**src/rtl/iris_mlp_pkg.sv**
```systemverilog
// Shared constants, bus layout and loader state encoding for the IRIS MLP parameter path.
package iris_mlp_pkg;

    localparam int unsigned N_WEIGHTS        = 21;
    localparam int unsigned W_BITS           = 8;
    localparam int unsigned N_CFG_BYTES      = 33;
    localparam int unsigned N_BIASES         = 6;
    localparam int unsigned N_NARROW_BIASES  = 3;
    localparam int unsigned NARROW_BIAS_BITS = 12;
    localparam int unsigned WIDE_BIAS_BITS   = 16;
    localparam int unsigned WIDE_BIAS_OFFSET = N_NARROW_BIASES * NARROW_BIAS_BITS;
    localparam int unsigned WEIGHTS_BITS     = N_WEIGHTS * W_BITS;
    localparam int unsigned BIASES_BITS      = WIDE_BIAS_OFFSET
                                             + (N_BIASES - N_NARROW_BIASES) * WIDE_BIAS_BITS;
    localparam int unsigned BIAS_BYTE_BASE   = N_WEIGHTS;
    localparam int unsigned CNT_BITS         = 6;
    localparam int unsigned LAST_IDX         = N_CFG_BYTES - 1;
    localparam int unsigned SHADOW_BYTES     = N_CFG_BYTES - 1;
    localparam int unsigned SHADOW_IDX_BITS  = $clog2(SHADOW_BYTES);

    typedef enum logic [1:0] {
        ST_IDLE  = 2'd0,
        ST_LOAD  = 2'd1,
        ST_DRAIN = 2'd2
    } load_state_t;

    // LSB position of bias j on the packed bias bus
    function automatic int unsigned bias_lsb(input int unsigned j);
        if (j < N_NARROW_BIASES)
            return j * NARROW_BIAS_BITS;
        return WIDE_BIAS_OFFSET + (j - N_NARROW_BIASES) * WIDE_BIAS_BITS;
    endfunction

endpackage

```
**src/rtl/iris_param_loader_if.sv**
```systemverilog
// Byte-wide valid/ready configuration stream into the parameter loader.
interface iris_param_loader_if;
    import iris_mlp_pkg::*;

    logic              cfg_valid;
    logic              cfg_ready;
    logic [W_BITS-1:0] cfg_data;
    logic              cfg_last;

    modport master (output cfg_valid, output cfg_data, output cfg_last, input  cfg_ready);
    modport slave  (input  cfg_valid, input  cfg_data, input  cfg_last, output cfg_ready);

endinterface

```
**src/rtl/iris_param_loader.sv**
```systemverilog
// Collects 33-byte parameter frames into shadow registers and commits them
// atomically onto the active weight/bias buses feeding the combinational MLP.
module iris_param_loader
    import iris_mlp_pkg::*;
(
    input  logic                    clk,
    input  logic                    rst_n,
    iris_param_loader_if.slave      cfg,
    output logic [WEIGHTS_BITS-1:0] weights,
    output logic [BIASES_BITS-1:0]  biases,
    output logic                    params_valid,
    output logic                    commit,
    output logic                    frame_err
);

    load_state_t         state;
    load_state_t         state_nxt;
    logic [CNT_BITS-1:0] cnt;
    logic [CNT_BITS-1:0] cnt_nxt;

    logic xfer;
    logic at_last_idx;
    logic ready_q;
    logic commit_nxt;
    logic err_nxt;
    logic shadow_we;

    logic [W_BITS-1:0]       shadow [SHADOW_BYTES];
    logic [W_BITS-1:0]       frame  [N_CFG_BYTES];
    logic [WEIGHTS_BITS-1:0] weights_nxt;
    logic [BIASES_BITS-1:0]  biases_nxt;

    assign cfg.cfg_ready = ready_q;
    assign xfer          = cfg.cfg_valid && ready_q;
    assign at_last_idx   = (cnt == CNT_BITS'(LAST_IDX));

    // State register
    always_ff @(posedge clk) begin
        if (!rst_n) begin
            state <= ST_IDLE;
            cnt   <= '0;
        end else begin
            state <= state_nxt;
            cnt   <= cnt_nxt;
        end
    end

    // Next-state: only accepted bytes move the frame position
    always_comb begin
        state_nxt = state;
        cnt_nxt   = cnt;
        if (xfer) begin
            unique case (state)
                ST_IDLE: begin
                    if (!cfg.cfg_last) begin
                        state_nxt = ST_LOAD;
                        cnt_nxt   = CNT_BITS'(1);
                    end
                end
                ST_LOAD: begin
                    if (cfg.cfg_last) begin
                        state_nxt = ST_IDLE;
                        cnt_nxt   = '0;
                    end else if (at_last_idx) begin
                        state_nxt = ST_DRAIN;
                        cnt_nxt   = '0;
                    end else begin
                        cnt_nxt   = cnt + CNT_BITS'(1);
                    end
                end
                ST_DRAIN: begin
                    if (cfg.cfg_last)
                        state_nxt = ST_IDLE;
                end
                default: begin
                    state_nxt = ST_IDLE;
                    cnt_nxt   = '0;
                end
            endcase
        end
    end

    // Output decode: a frame is good only if its last byte lands on index 32
    always_comb begin
        commit_nxt = 1'b0;
        err_nxt    = 1'b0;
        shadow_we  = 1'b0;
        if (xfer) begin
            unique case (state)
                ST_IDLE: begin
                    shadow_we = 1'b1;
                    err_nxt   = cfg.cfg_last;
                end
                ST_LOAD: begin
                    shadow_we  = !at_last_idx;
                    commit_nxt = cfg.cfg_last && at_last_idx;
                    err_nxt    = cfg.cfg_last && !at_last_idx;
                end
                ST_DRAIN: begin
                    err_nxt = cfg.cfg_last;
                end
                default: begin
                    err_nxt = 1'b0;
                end
            endcase
        end
    end

    // Shadow bank holds bytes 0..31; byte 32 is taken straight from the bus at commit
    always_ff @(posedge clk) begin
        if (shadow_we)
            shadow[cnt[SHADOW_IDX_BITS-1:0]] <= cfg.cfg_data;
    end

    for (genvar i = 0; i < SHADOW_BYTES; i++) begin : g_frame
        assign frame[i] = shadow[i];
    end
    assign frame[LAST_IDX] = cfg.cfg_data;

    for (genvar k = 0; k < N_WEIGHTS; k++) begin : g_wpack
        assign weights_nxt[k*W_BITS +: W_BITS] = frame[k];
    end

    // Narrow biases keep only the low nibble of their high byte
    for (genvar j = 0; j < N_NARROW_BIASES; j++) begin : g_bnarrow
        assign biases_nxt[bias_lsb(j) +: NARROW_BIAS_BITS] =
            {frame[BIAS_BYTE_BASE + 2*j + 1][3:0], frame[BIAS_BYTE_BASE + 2*j]};
    end

    for (genvar j = N_NARROW_BIASES; j < N_BIASES; j++) begin : g_bwide
        assign biases_nxt[bias_lsb(j) +: WIDE_BIAS_BITS] =
            {frame[BIAS_BYTE_BASE + 2*j + 1], frame[BIAS_BYTE_BASE + 2*j]};
    end

    // Active bank and status pulses
    always_ff @(posedge clk) begin
        if (!rst_n) begin
            weights      <= '0;
            biases       <= '0;
            params_valid <= 1'b0;
            commit       <= 1'b0;
            frame_err    <= 1'b0;
            ready_q      <= 1'b0;
        end else begin
            ready_q   <= 1'b1;
            commit    <= commit_nxt;
            frame_err <= err_nxt;
            if (commit_nxt) begin
                weights      <= weights_nxt;
                biases       <= biases_nxt;
                params_valid <= 1'b1;
            end
        end
    end

endmodule

```
**src/flat_wrapper.sv**
```systemverilog
// flat-port wrapper written by rule: the top's interface ports become plain ports
module iris_param_loader_flat import iris_mlp_pkg::*;
  (clk, rst_n, weights, biases, params_valid, commit, frame_err, cfg_cfg_valid, cfg_cfg_data, cfg_cfg_last, cfg_cfg_ready);
  iris_param_loader_if cfg_i ();
  input  logic clk;
  input  logic rst_n;
  output logic [WEIGHTS_BITS-1:0] weights;
  output logic [BIASES_BITS-1:0] biases;
  output logic params_valid;
  output logic commit;
  output logic frame_err;
  input wire logic [$bits(cfg_i.cfg_valid)-1:0] cfg_cfg_valid;
  input wire logic [$bits(cfg_i.cfg_data)-1:0] cfg_cfg_data;
  input wire logic [$bits(cfg_i.cfg_last)-1:0] cfg_cfg_last;
  output wire logic [$bits(cfg_i.cfg_ready)-1:0] cfg_cfg_ready;
  assign cfg_i.cfg_valid = cfg_cfg_valid;
  assign cfg_i.cfg_data = cfg_cfg_data;
  assign cfg_i.cfg_last = cfg_cfg_last;
  assign cfg_cfg_ready = cfg_i.cfg_ready;
  iris_param_loader u_core (.clk(clk), .rst_n(rst_n), .cfg(cfg_i), .weights(weights), .biases(biases), .params_valid(params_valid), .commit(commit), .frame_err(frame_err));
endmodule
```
**config.mk**
```make
export PLATFORM = sky130hd
export DESIGN_NAME = iris_param_loader_flat
export DESIGN_NICKNAME = d
export VERILOG_FILES = /design/src/rtl/iris_mlp_pkg.sv /design/src/rtl/iris_param_loader_if.sv /design/src/rtl/iris_param_loader.sv /design/src/flat_wrapper.sv
export SDC_FILE = /design/constraint.sdc
export NUM_CORES = 1
export LEC_CHECK = 0
export ABC_AREA = 1
export CORE_AREA = 2 2 243 245
export CTS_BUF_LIST = sky130_fd_sc_hd__clkbuf_4
export DETAILED_ROUTE_END_ITERATION = 7
export DIE_AREA = 0 0 245 247
export MAX_ROUTING_LAYER = met4
export PLACE_DENSITY_LB_ADDON = 0.3
export REMOVE_ABC_BUFFERS = 1
export SYNTH_ARGS = -nofsm -noshare
export SYNTH_HDL_FRONTEND = slang
export SYNTH_SLANG_ARGS = --single-unit
```
**constraint.sdc**
```tcl
create_clock -name clk -period 3.01 [get_ports clk]
set_clock_uncertainty 0.15 [all_clocks]
set_input_delay 0.4515 -clock clk [delete_from_list [all_inputs] [get_ports clk]]
set_output_delay 0.4515 -clock clk [all_outputs]
set_load 0.005 [all_outputs]
```
==> flow_summary.ini <==
[worst_setup_path]
cp.arrival_ns = 3.13
cp_slowest_stage_delay_ns = 0.40
path_cells = inv_1 > ha_1 > nand2_1 > inv_1 > nand3_2 > nor2_1 > nor3_1 > nand2_1 > buf_4 > nor2_1 > buf_4
required_ns = 3.47
cp_slowest_cell = dfxtp_1
crit_fanout = 8
r2r_setup_slack_ns = 0.34
critical_path_class = reg2reg
timing.rr.start = u_core.cnt[0]
timing.rr.end = u_core.shadow[15][2]
reg2regPathDepth = 11
startpoint_type = flip-flop
endpoint_kind = flip-flop

[hold_path]
hold_depth = 1
hold_start = cfg_cfg_data[7]
holdPathEnd = u_core.shadow[13][7]
hold_path.class = in2reg

[route]
wl_per_cell_um = 17.5
drtIter0Drc = 714
drt_pass1_iterations = 5
vias = 12672
antenna_left = 0
vias_per_cell = 4.60
drt-total-wl_um = 48200
drc = 0

[synth]
synth_warnings = 0
synthesis.area_mm2 = 0.0173
syn_area_per_cell_um2 = 11.5
ys_ff_latch = 508
post-synth-top-area-fraction = 0.425
synthDistinctLibCells = 21
seq_area_frac_synth = 0.731
synth.area.top_cells = edfxtp_1 (42%), dfxtp_1 (31%), a21oi_1 (7.5%)
synth_cells = 1502
synth_top_cell_by_area = edfxtp_1

[floorplan]
ios = 268
initial_utilization = 0.296
fp.dieW_um = 245
die_area_mm2 = 0.0605
num_rows = 89
die_y_um = 247
fp.coreArea_mm2 = 0.0582

[layout]
finish.utilization = 0.392
layout_commonest_cell = nor2_1
nets = 1881
final_cell_mix = nor2_1 (294), dfxtp_1 (264), a21oi_1 (258), clkdlybuf4s50_1 (258), edfxtp_1 (244)
finalNonFillerCells = 2757
area_growth_pct = 32.4
drive_above_1_share = 0.158
layout.filler_cells = 5712

[sta]
setup_viol = 0
fmax_mhz = 374
tightestPinTransition_ns = 1.04
fin_hold_ws_ns = 0.132
min_period_ns = 2.67
rsz0062_at_grt = false
post-route-period-util = 0.888
hold_viol = 0
slew_violations = 0
max_slew_margin = 0.305

[grt]
busiest_layer = met2
antenna_found_initial = 1
met3_usage = 0.0461
grt_pass1_wl_um = 72500
met1_usage = 0.196
grt_pass1_vias = 12726
grt-ovfl-total = 0
met2_usage = 0.256
grt_max_degree = 135
groute.usage.overall = 0.163

[place]
portBuffers = 267
gp_congestion = 0.759
dp_hpwl_um = 27300
dp.cells = 2490

[power_and_ir_drop]
peakVddDrop_uv = 276
leakagePower_nw = 7.74
pwr_density_cell_mw_per_mm2 = 613

[clock_network]
htreeDepth = 4
cts_buffers = 139
cts_tree = done
cts_max_path_buffers = 3
cts_sinks = 508
clk_latency_ns = 0.93
clk_pin_slew_ns = 0.07
cts_root_buf = clkbuf_4

[outcome]
status = finished clean

[flow_run]
max_cap_viol_count = 0
## layout make-up
cell class | instances | area, um2 | area share
clock inverter | 37 | 236 | 0.0104
sequential | 508 | 12600 | 0.552
multi-input combinational | 864 | 3980 | 0.174
timing repair buffer | 333 | 3310 | 0.145
tap | 773 | 967 | 0.0423
antenna | 3 | 7.51 | 0.000329
clock buffer | 220 | 1650 | 0.0723
inverter | 19 | 78.8 | 0.00345
## how the worst max path moves through the flow
stage / start / endpoint / slack [ns]
finish: u_core.cnt[0] / u_core.shadow[15][2] / 0.34
global route: u_core.cnt[0] / u_core.shadow[15][2] / 0.11
CTS: u_core.cnt[0] / u_core.shadow[15][2] / 0.28
detailed placement: cfg_cfg_valid / u_core.shadow[15][6] / 0.17
global placement: cfg_cfg_valid / u_core.shadow[15][1] / 0.19
floorplan: cfg_cfg_valid / u_core.biases[0] / -5.86
## metal layers
metal | share of wire | vias to the layer above | wire length (um)
li1 | - | 6108 | -
met1 | 0.44 | 6108 | 21300
met2 | 0.48 | 365 | 23200
met3 | 0.052 | 91 | 2510
met4 | 0.024 | 0 | 1170
met5 | 0 | - | 0
## kinds of logic after synthesis
logic type / Yosys count / synth area share
buffers and inverters: 130 / 0.0388
and+or+nand+nor: 342 / 0.0766
DFF: 508 / 0.731
AOI/OAI and AO/OA: 518 / 0.151
adders and majority gates: 4 / 0.00290
## state kept, by name, summed over array words and instances, names as in the netlist
register / flops
u_core.state: 2
u_core.params_valid: 1
u_core.cfg.cfg_ready: 1
u_core.weights: 168
u_core.commit: 1
u_core.biases: 84
u_core.cnt: 6
u_core.shadow: 244
u_core.frame_err: 1
## worst max-delay path: cells and delay by family (launching register included)
family,cells,cell delay (ns)
adder cells (fa/ha/maj),1,0.22
buffers and inverters,4,0.57
flip-flops,1,0.40
AND/OR/NAND/NOR,6,1.03
## repair_timing
action	4_1_cts	5_1_grt
hold buffers	7	0
hold endpoints to repair	340	0
resized for setup	0	0
setup buffers	0	0
## power breakdown
group          internal [mW]  switching (mW)  total (mW)
logic                 0.0837           0.230       0.314
clock network           3.58            2.85        6.44
registers               7.24         0.00355        7.24
## metrics by stage
stage	worst slack (ns)	TNS [ns]	total power, mW	instance area, um2
after detailed placement	0.173	0	7.71	20900
after floorplan	-5.86	-1471.28	7.50	16700
final	0.336	0	14.0	22800
after CTS	0.284	0	14.3	22800
after global routing	0.108	0	14.6	22800
after global placement	0.188	0	7.71	20900
## synthesized netlist by cell type
cell type and n:
nand3_1 13, edfxtp_1 244, buf_4 10, clkbuf_1 51, a21boi_0 1, dfxtp_1 264
nor2_4 1, nor3_1 4, a21oi_1 258, o21ai_1 160, buf_2 37, o211ai_1 1
nor2_1 294, inv_1 16, o21ai_0 98, buf_6 13, nor2_2 1, nand2_1 28
nand3_2 1, ha_1 4, inv_2 3
(Power assumes the default switching activity.)
